## config.mk

```make
export PLATFORM = sky130hd
export DESIGN_NAME = m_pool_relu_1
export DESIGN_NICKNAME = d
export VERILOG_FILES = /design/src/rtl/m_pool_relu_1_pkg.sv /design/src/rtl/m_pool_relu_1_pool_line_buf.sv /design/src/rtl/m_pool_relu_1.sv
export SDC_FILE = /design/constraint.sdc
export NUM_CORES = 1
export LEC_CHECK = 0
export ABC_AREA = 1
export CORE_MARGIN = 2
export CORE_UTILIZATION = 35
export DETAILED_ROUTE_END_ITERATION = 8
export DONT_BUFFER_PORTS = 1
export GPL_TIMING_DRIVEN = 0
export HOLD_SLACK_MARGIN = 0.15
export PLACE_DENSITY = 0.59
export SYNTH_ARGS = -nofsm -noshare
export SYNTH_HDL_FRONTEND = slang
export SYNTH_HIERARCHICAL = 1
export SYNTH_SLANG_ARGS = --single-unit
```

## constraint.sdc

```tcl
create_clock -name clk_in -period 5.5 [get_ports clk_in]
set_input_delay 0.275 -clock clk_in [delete_from_list [all_inputs] [get_ports clk_in]]
set_output_delay 0.275 -clock clk_in [all_outputs]
set_load 0.02 [all_outputs]
```

## src/rtl/m_pool_relu_1_pkg.sv

```systemverilog
// Shared layer constants and helpers for the pooling stages.
package m_pool_relu_1_pkg;

  // Pooled pixel count of a 2x2 stride-2 max-pool over a w x h map.
  function automatic int pool_count(input int w, input int h);
    return (w / 2) * (h / 2);
  endfunction

  // Layer-1 feature map geometry (signed Q4.12 pixels).
  localparam int L1_MAP_W   = 88;
  localparam int L1_MAP_H   = 88;
  localparam int L1_DATA_W  = 16;
  localparam int L1_NUM_OUT = pool_count(L1_MAP_W, L1_MAP_H);

endpackage

```

## src/rtl/m_pool_relu_1_pool_line_buf.sv

```systemverilog
// Half-row line buffer: simple dual-port RAM, synchronous read, old data on
// read-during-write to the same address. No reset so it maps to LUT RAM.
module pool_line_buf #(
  parameter int DEPTH = 44,
  parameter int AW    = 6,
  parameter int W     = 16
) (
  input  logic          clk,
  input  logic          i_we,
  input  logic [AW-1:0] i_waddr,
  input  logic [W-1:0]  i_wdata,
  input  logic          i_re,
  input  logic [AW-1:0] i_raddr,
  output logic [W-1:0]  o_rdata
);

  logic [W-1:0] r_mem [DEPTH];
  logic [W-1:0] r_rdata;

  // Write port and registered read port; NBA ordering gives old data on collision.
  always_ff @(posedge clk) begin
    if (i_we) r_mem[i_waddr] <= i_wdata;
    if (i_re) r_rdata <= r_mem[i_raddr];
  end

  assign o_rdata = r_rdata;

endmodule

```

## src/rtl/m_pool_relu_1.sv

```systemverilog
// Streaming ReLU + 2x2 stride-2 max-pool for the layer-1 feature map.
// Horizontal pairs are reduced in h_max, the even-row pair maxima are parked
// in a half-row line buffer, and the odd-row pass finishes each window.
module m_pool_relu_1
  import m_pool_relu_1_pkg::*;
#(
  parameter int MAP_W   = L1_MAP_W,
  parameter int MAP_H   = L1_MAP_H,
  parameter int DATA_W  = L1_DATA_W,
  parameter int NUM_OUT = pool_count(MAP_W, MAP_H)
) (
  input  logic              clk_in,
  input  logic              rst_n,    // active-high async reset
  input  logic              start,
  input  logic [DATA_W-1:0] map_in,
  input  logic              save_in,
  output logic [DATA_W-1:0] map_out,
  output logic              save,
  output logic              ready
);

  localparam int CW = $clog2(MAP_W);
  localparam int RW = $clog2(MAP_H);
  localparam int AW = CW - 1;
  localparam int OW = $clog2(NUM_OUT + 1);

  logic        [CW-1:0]     r_col;
  logic        [RW-1:0]     r_row;
  logic        [OW-1:0]     r_out_cnt;
  logic signed [DATA_W-1:0] r_h_max;
  logic signed [DATA_W-1:0] r_map_out;
  logic                     r_save;
  logic                     r_ready;

  logic                     w_accept;
  logic                     w_col_odd;
  logic                     w_row_odd;
  logic                     w_col_last;
  logic                     w_row_last;
  logic signed [DATA_W-1:0] w_relu;
  logic signed [DATA_W-1:0] w_p;
  logic signed [DATA_W-1:0] w_lb_rd;
  logic signed [DATA_W-1:0] w_pool;
  logic        [AW-1:0]     w_addr;

  assign w_accept   = start & save_in & r_ready;
  assign w_col_odd  = r_col[0];
  assign w_row_odd  = r_row[0];
  assign w_col_last = (r_col == CW'(MAP_W - 1));
  assign w_row_last = (r_row == RW'(MAP_H - 1));
  assign w_addr     = r_col[CW-1:1];

  // ReLU floor, then signed maxes on non-negative operands; no width growth.
  assign w_relu = map_in[DATA_W-1] ? '0 : map_in;
  assign w_p    = (r_h_max > w_relu) ? r_h_max : w_relu;
  assign w_pool = (w_lb_rd > w_p) ? w_lb_rd : w_p;

  // Read is issued on every accepted pixel: the even-column read of an odd row
  // prefetches the entry that the following odd column consumes. Writes only
  // happen on even rows, so the odd-row read always sees the previous row.
  pool_line_buf #(
    .DEPTH (MAP_W / 2),
    .AW    (AW),
    .W     (DATA_W)
  ) u_line_buf (
    .clk     (clk_in),
    .i_we    (w_accept & w_col_odd & ~w_row_odd),
    .i_waddr (w_addr),
    .i_wdata (w_p),
    .i_re    (w_accept),
    .i_raddr (w_addr),
    .o_rdata (w_lb_rd)
  );

  // Raster position and horizontal pair maximum.
  always_ff @(posedge clk_in or posedge rst_n) begin
    if (rst_n) begin
      r_col   <= '0;
      r_row   <= '0;
      r_h_max <= '0;
    end else if (!start) begin
      r_col   <= '0;
      r_row   <= '0;
      r_h_max <= '0;
    end else if (w_accept) begin
      if (!w_col_odd) r_h_max <= w_relu;
      if (w_col_last) begin
        r_col <= '0;
        r_row <= w_row_last ? '0 : r_row + 1'b1;
      end else begin
        r_col <= r_col + 1'b1;
      end
    end
  end

  // Window completion: one-cycle save pulse, map_out held between pulses.
  always_ff @(posedge clk_in or posedge rst_n) begin
    if (rst_n) begin
      r_map_out <= '0;
      r_save    <= 1'b0;
    end else if (!start) begin
      r_map_out <= '0;
      r_save    <= 1'b0;
    end else begin
      r_save <= 1'b0;
      if (w_accept && w_col_odd && w_row_odd) begin
        r_map_out <= w_pool;
        r_save    <= 1'b1;
      end
    end
  end

  // Output count (counted as each pulse is launched) and registered ready.
  always_ff @(posedge clk_in or posedge rst_n) begin
    if (rst_n) begin
      r_out_cnt <= '0;
      r_ready   <= 1'b1;
    end else if (start) begin
      r_ready <= (r_out_cnt != OW'(NUM_OUT));
      if (w_accept && w_col_odd && w_row_odd && (r_out_cnt != OW'(NUM_OUT)))
        r_out_cnt <= r_out_cnt + 1'b1;
    end
  end

  assign map_out = r_map_out;
  assign save    = r_save;
  assign ready   = r_ready;

endmodule

```

=== Word-level counts from Yosys, hierarchy flattened ===
Memory sizes are Yosys's and may differ from the RTL's. A register that Yosys moved wholly into a read port is not among the register bits.
Index checks and enable logic that the tools add are counted.

* Add/subtract/negate cells: 3
* Order comparisons: 2
* Equality and inequality tests: 7
* Muxes and demuxes: 19
* Bitwise operators: 5
* Reduce and logical (&&, ||, !) cells: 6

{| class="wikitable"
|+ Operators by type and width
! kind !! number
|-
| 16-bit two-way mux || 7
|-
| 7-bit two-way mux || 7
|-
| 16-bit greater-than comparator || 2
|-
| 15-bit two-way mux || 1
|-
| 7-bit by 1-bit adder with 7-bit output, second input constant || 2
|-
| 7-bit equality test, second input constant || 2
|-
| 11-bit by 1-bit adder with 11-bit output, second input constant || 1
|-
| 11-bit != test, second input constant || 1
|-
| 2-bit by 1-bit != test with 1-bit output, second input constant || 3
|-
| 2-bit AND reduction || 3
|-
| 1-bit bitwise AND || 4
|-
| 1-bit two-way mux || 4
|-
| 1-bit logical AND || 3
|-
| 2-bit != test, second input constant || 1
|-
| 1-bit NOT || 1
|}

* Flip-flop bits (word level): 59
* Memory bits (writable): 704
* Output and inout port bits: 18
* Memories: 1

{| class="wikitable"
|+ Memories
! memory !! words !! width !! rd ports !! clocked after memory_dff !! wr ports !! RTL line !! RTL
|-
| u_line_buf.r_mem || 44 || 16 || 1 || 1 || 1 || m_pool_relu_1_pool_line_buf.sv:17 || <nowiki>logic [W-1:0] r_mem [DEPTH];</nowiki>
|}

=== Longest topological paths before layout ===
* Depth in word-level cells: 7
* Mapped depth: 29
* Gate-level depth less buffers: 26

=== By module ===
Netlist, hierarchy kept.

{| class="wikitable"
|+ By module, submodules not included
! module !! times used !! cells each !! area an instance (um2)
|-
| pool_line_buf || 1 || 2376 || 29080.4
|-
| m_pool_relu_1 || 1 || 502 || 3794.9
|}

=== Worst setup path after synthesis ===
OpenSTA, ideal clock, no wires.

* Path kind: input-to-reg
* From: input map_in[15]
* To: register r_map_out[4], in the netlist map_out[4]
* Data arrival time: 5366 ps
* Data required time: 5383 ps
* Setup slack: 17 ps
* Cell stages on the path: 26
* Path buffers: 3
* Cells stage by stage: clkinv_1 > clkbuf_1 > nand2_1 > ha_1 > nand2_2 > nor2_2 > inv_1 > nor2_1 > nand2_1 > nand2_2 > nand2_2 > buf_6 > o21ai_0 > inv_1 > ha_1 > nand2_1 > nor3b_1 > nor3b_2 > nand3_1 > a21oi_1 > a21oi_4 > nand2_4 > buf_6 > nand2_1 > nand3_1 > nand2_1

* Longest elaborated chain between the ends: 7

{| class="wikitable"
|+ Ends and longest elaborated chain
! element !! RTL line !! RTL
|-
| start: declaration || m_pool_relu_1.sv:15 || <nowiki>input logic [DATA_W-1:0] map_in,</nowiki>
|-
| 15-bit two-way mux (*) || m_pool_relu_1.sv:54 || <nowiki>assign w_relu = map_in[DATA_W-1] ? '0 : map_in;</nowiki>
|-
| 16-bit greater-than comparator || m_pool_relu_1.sv:55 || <nowiki>assign w_p = (r_h_max > w_relu) ? r_h_max : w_relu;</nowiki>
|-
| 16-bit two-way mux (*) || m_pool_relu_1.sv:55 ||
|-
| net w_p[9] || m_pool_relu_1.sv:41 || <nowiki>logic signed [DATA_W-1:0] w_p;</nowiki>
|-
| 16-bit greater-than comparator (*) || m_pool_relu_1.sv:56 || <nowiki>assign w_pool = (w_lb_rd > w_p) ? w_lb_rd : w_p;</nowiki>
|-
| 16-bit two-way mux (*) || m_pool_relu_1.sv:56 ||
|-
| 16-bit two-way mux (*) || m_pool_relu_1.sv:106 || <nowiki>if (w_accept && w_col_odd && w_row_odd) begin</nowiki>
|-
| 16-bit two-way mux (*) || m_pool_relu_1.sv:101 || <nowiki>end else if (!start) begin</nowiki>
|-
| end signal: assignment || m_pool_relu_1.sv:107 || <nowiki>r_map_out <= w_pool;</nowiki>
|-
| end: declaration || m_pool_relu_1.sv:31 || <nowiki>logic signed [DATA_W-1:0] r_map_out;</nowiki>
|}

Mark *: on every way through the listed nets, which the timed path passes. The rest lies on a longest branch. The select of a mux whose other input is x is not followed.
A chain may end at the register's enable or synchronous reset.

=== Final worst setup path ===
* From: input map_in[15]
* To: register r_map_out[8], in the netlist map_out[8]

* Longest elaborated chain between the ends: 7

{| class="wikitable"
|+ Ends and longest elaborated chain
! element !! RTL line
|-
| 15-bit two-way mux (*) || m_pool_relu_1.sv:54
|-
| 16-bit greater-than comparator || m_pool_relu_1.sv:55
|-
| 16-bit two-way mux (*) || m_pool_relu_1.sv:55
|-
| 16-bit greater-than comparator || m_pool_relu_1.sv:56
|-
| 16-bit two-way mux (*) || m_pool_relu_1.sv:56
|-
| 16-bit two-way mux (*) || m_pool_relu_1.sv:106
|-
| 16-bit two-way mux (*) || m_pool_relu_1.sv:101
|}

Mark *: on every way between the ends. The rest lies on a longest branch, timed or not. The select of a mux whose other input is x is not followed.

==> impl_metrics.ini <==
[place]
hpwl_mm = 67.3
gp_congestion = 0.968
place_inst = 4231
portBuffers = 0

[finish]
final_cells = 4396
fill_cells = 8634
areaGrowthSynthToFinish_pct = 17.4
mostFrequentLayoutCell = nand2_1
multiInputGateArea_um2 = 8690
drive_gt1_share_pct = 11.7
mostFrequentLayoutCells = 864 x nand2_1, 720 x edfxtp_1, 550 x nand3_1
layout.nets = 3133
regArea_um2 = 23100

[clock_tree]
cts_resized = 0
cts-htree-levels = 3
clock_path_buffers = 3
cts_sinks = 778
hold_buffers = 24
cts_tree = done
numCtsBuffers = 78
clkTransAtPathRegs_ps = 60
root_buffer = clkbuf_16
post_cts_buffers = 0
clk_latency_ps = 630

[timing]
whs_ps = 168
tightest_slew_ps = 1000
setup_viol = 0
period_minus_slack_ps = 4680
clock_skew_ps = 18.7
slew_viol_final = 0
fmax_mhz = 214
rsz0062_at_grt = no
maxSlewHeadroom_pct = 33.2
tns_ps = 0
post-route-period-util_pct = 85.1
hold_viol = 0

[job]
maxCapViolCount = 0

[grt]
grt_pass1_vias = 21470
grt-busiest-layer = met2
grt_util_met2_pct = 31.8
overflow = 0
use_met1_pct = 28.1
met3_usage_pct = 2.76
grt_pass1_wl_mm = 142
grt_max_degree = 45
antenna_found_initial = 1
grt_usage_pct = 20.1

[run_status]
status = finished, final reports clean

[power_and_ir_drop]
p_int_w = 0.0100
pwr_density_cell_nw_per_um2 = 338
clkPwrFrac_pct = 40.9
comb_power_share_pct = 7.8
p_leak_nw = 14.3
seqPwrFrac_pct = 51.3
netSwitchingFraction_pct = 23.2
power.switching_w = 0.00303
vdd_ir_drop_max_mv = 0.200

[drt]
postRouteWirelength_mm = 96.8
vias_per_cell = 5.13
drtPass1Iterations = 6
drcViolationCount = 0
vias = 22544
wl_per_cell_um = 22.0
postRouteAntennaNets = 0
drtIter0Drc = 2532

[worst_setup_path]
crit_required_ps = 6010
reg2reg_from = r_h_max[2]$_DFFE_PP0P_
critPathMaxFanout = 10
cp_data_arrival_time_ps = 5190
end_kind = flip-flop
cp-start-kind = primary input
r2r_end = map_out[8]$_DFFE_PP0P_
rrSetupSlack_ps = 860
criticalPathCategory = primary input to flip-flop
reg2reg_depth = 24

[logic_synthesis]
yosysUniqueCellTypes = 42
synth_edf_count = 720
ys_ff_latch = 778
synth_top_flop_cell = edfxtp_1
ys_warn_count = 6
synth-async-reset-ratio_pct = 7.46
yosysSeqAreaShare_pct = 70.2
synth_cells = 2878
syn-cell-area_um2 = 32900
avgSynthCellArea_um2 = 11.4

[die]
die_x_um = 310
rows = 112
io_pins = 38
fp.coreArea_um2 = 93200
dieArea_um2 = 96400
dieHeight_um = 310
initial_core_util_pct = 35.3

[hold_path]
holdCritPathClass = primary input to async pin
## power by group through the flow
stage | Clock [W] | Combinational (W) | Sequential [W]
5_1_grt | 0.00564 | 0.00110 | 0.00669
2_1_floorplan | 0 | 0.000506 | 0.00681
3_5_place_dp | 0 | 0.000998 | 0.00681
3_3_place_gp | 0 | 0.000890 | 0.00685
6_report | 0.00534 | 0.00102 | 0.00669
4_1_cts | 0.00542 | 0.00102 | 0.00669
## synthesized netlist by cell type, types with 20 or more instances
cell type	instances	share of area, %
inv_1	103	1.2
o22ai_1	26	0.49
dfrtp_1	57	4.3
edfxtp_1	720	66
o21ai_0	100	1.5
nor2_1	133	1.5
nand2_1	865	9.9
o21ai_1	20	0.30
buf_6	32	1.1
clkbuf_1	37	0.42
ha_1	32	1.2
buf_2	61	0.93
nand3_1	550	8.4
## metal layers
metal | vias to the layer above | wire (µm)
met5 | - | 0
met4 | 0 | 3650
met3 | 189 | 7950
met2 | 987 | 44200
met1 | 10916 | 41000
li1 | 10452 | -
## worst max-delay path by stage
stage | start | cells after the start | endpoint
6_report | map_in[15] | 24 | map_out[8]$_DFFE_PP0P_
5_1_grt | map_in[15] | 25 | map_out[7]$_DFFE_PP0P_
4_1_cts | map_in[15] | 24 | map_out[8]$_DFFE_PP0P_
3_5_place_dp | map_in[15] | 24 | map_out[8]$_DFFE_PP0P_
3_3_place_gp | map_in[15] | 22 | map_out[1]$_DFFE_PP0P_
2_1_floorplan | map_in[15] | 26 | map_out[4]$_DFFE_PP0P_
## cell families (layout without fill, tap and decap cells)
family,after synthesis,after routing,share of synthesized area (%)
simple gates,1591,1591,20.6
flops,778,778,70.2
buf+inv,275,495,4.37
compound gates,189,189,3.27
fa+ha+maj,32,32,1.22
xor+xnor,12,12,0.320
other cells,1,45,0.0114
## critical path, stage by stage
cell and delay, ps:
clkinv_1 170, clkbuf_1 420, nand2_1 180, ha_1 360
nand4_1 100, nor2_1 150, nand4_2 160, nand2_2 120
buf_6 170, clkbuf_1 440, o21ai_0 410, ha_1 410
inv_1 40, nor3_1 230, nor3b_1 320, nor3b_2 270
nand3_1 100, a21oi_1 210, a21oi_4 140, nand2_4 120
buf_6 140, nand2_1 50, nand3_1 110, nand2_1 60
## metrics by stage
step | cell area [µm²] | utilization, % | total power, W | worst slack (ps)
floorplan | 33000 | - | 0.00732 | 16.9
global placement | 34600 | 37.1 | 0.00774 | -4450
detailed placement | 35800 | 38.4 | 0.00781 | 234
CTS | 38600 | 41.4 | 0.0131 | 871
global route | 38600 | 41.4 | 0.0134 | 411
finish | 38600 | 41.4 | 0.0130 | 822
## registers in the layout (all words and copies together), names as in the netlist
| register | flops |
|---|---|
| r_out_cnt | 11 |
| map_out | 16 |
| r_h_max | 15 |
| r_row | 7 |
| u_line_buf/o_rdata | 16 |
| save | 1 |
| r_col | 7 |
| u_line_buf/r_mem | 704 |
| ready | 1 |
## final cells by class
cell class	instances	share of cell area, %
inverters	110	1.08
clock inverters	44	1.15
diodes	1	0.00649
well taps	1254	4.07
repair buffers	80	3.29
plain buffers	165	2.65
multi-input cells	1868	22.5
flip-flops and latches	778	59.8
clock buffers	96	5.45
(Power assumes the default switching activity.)
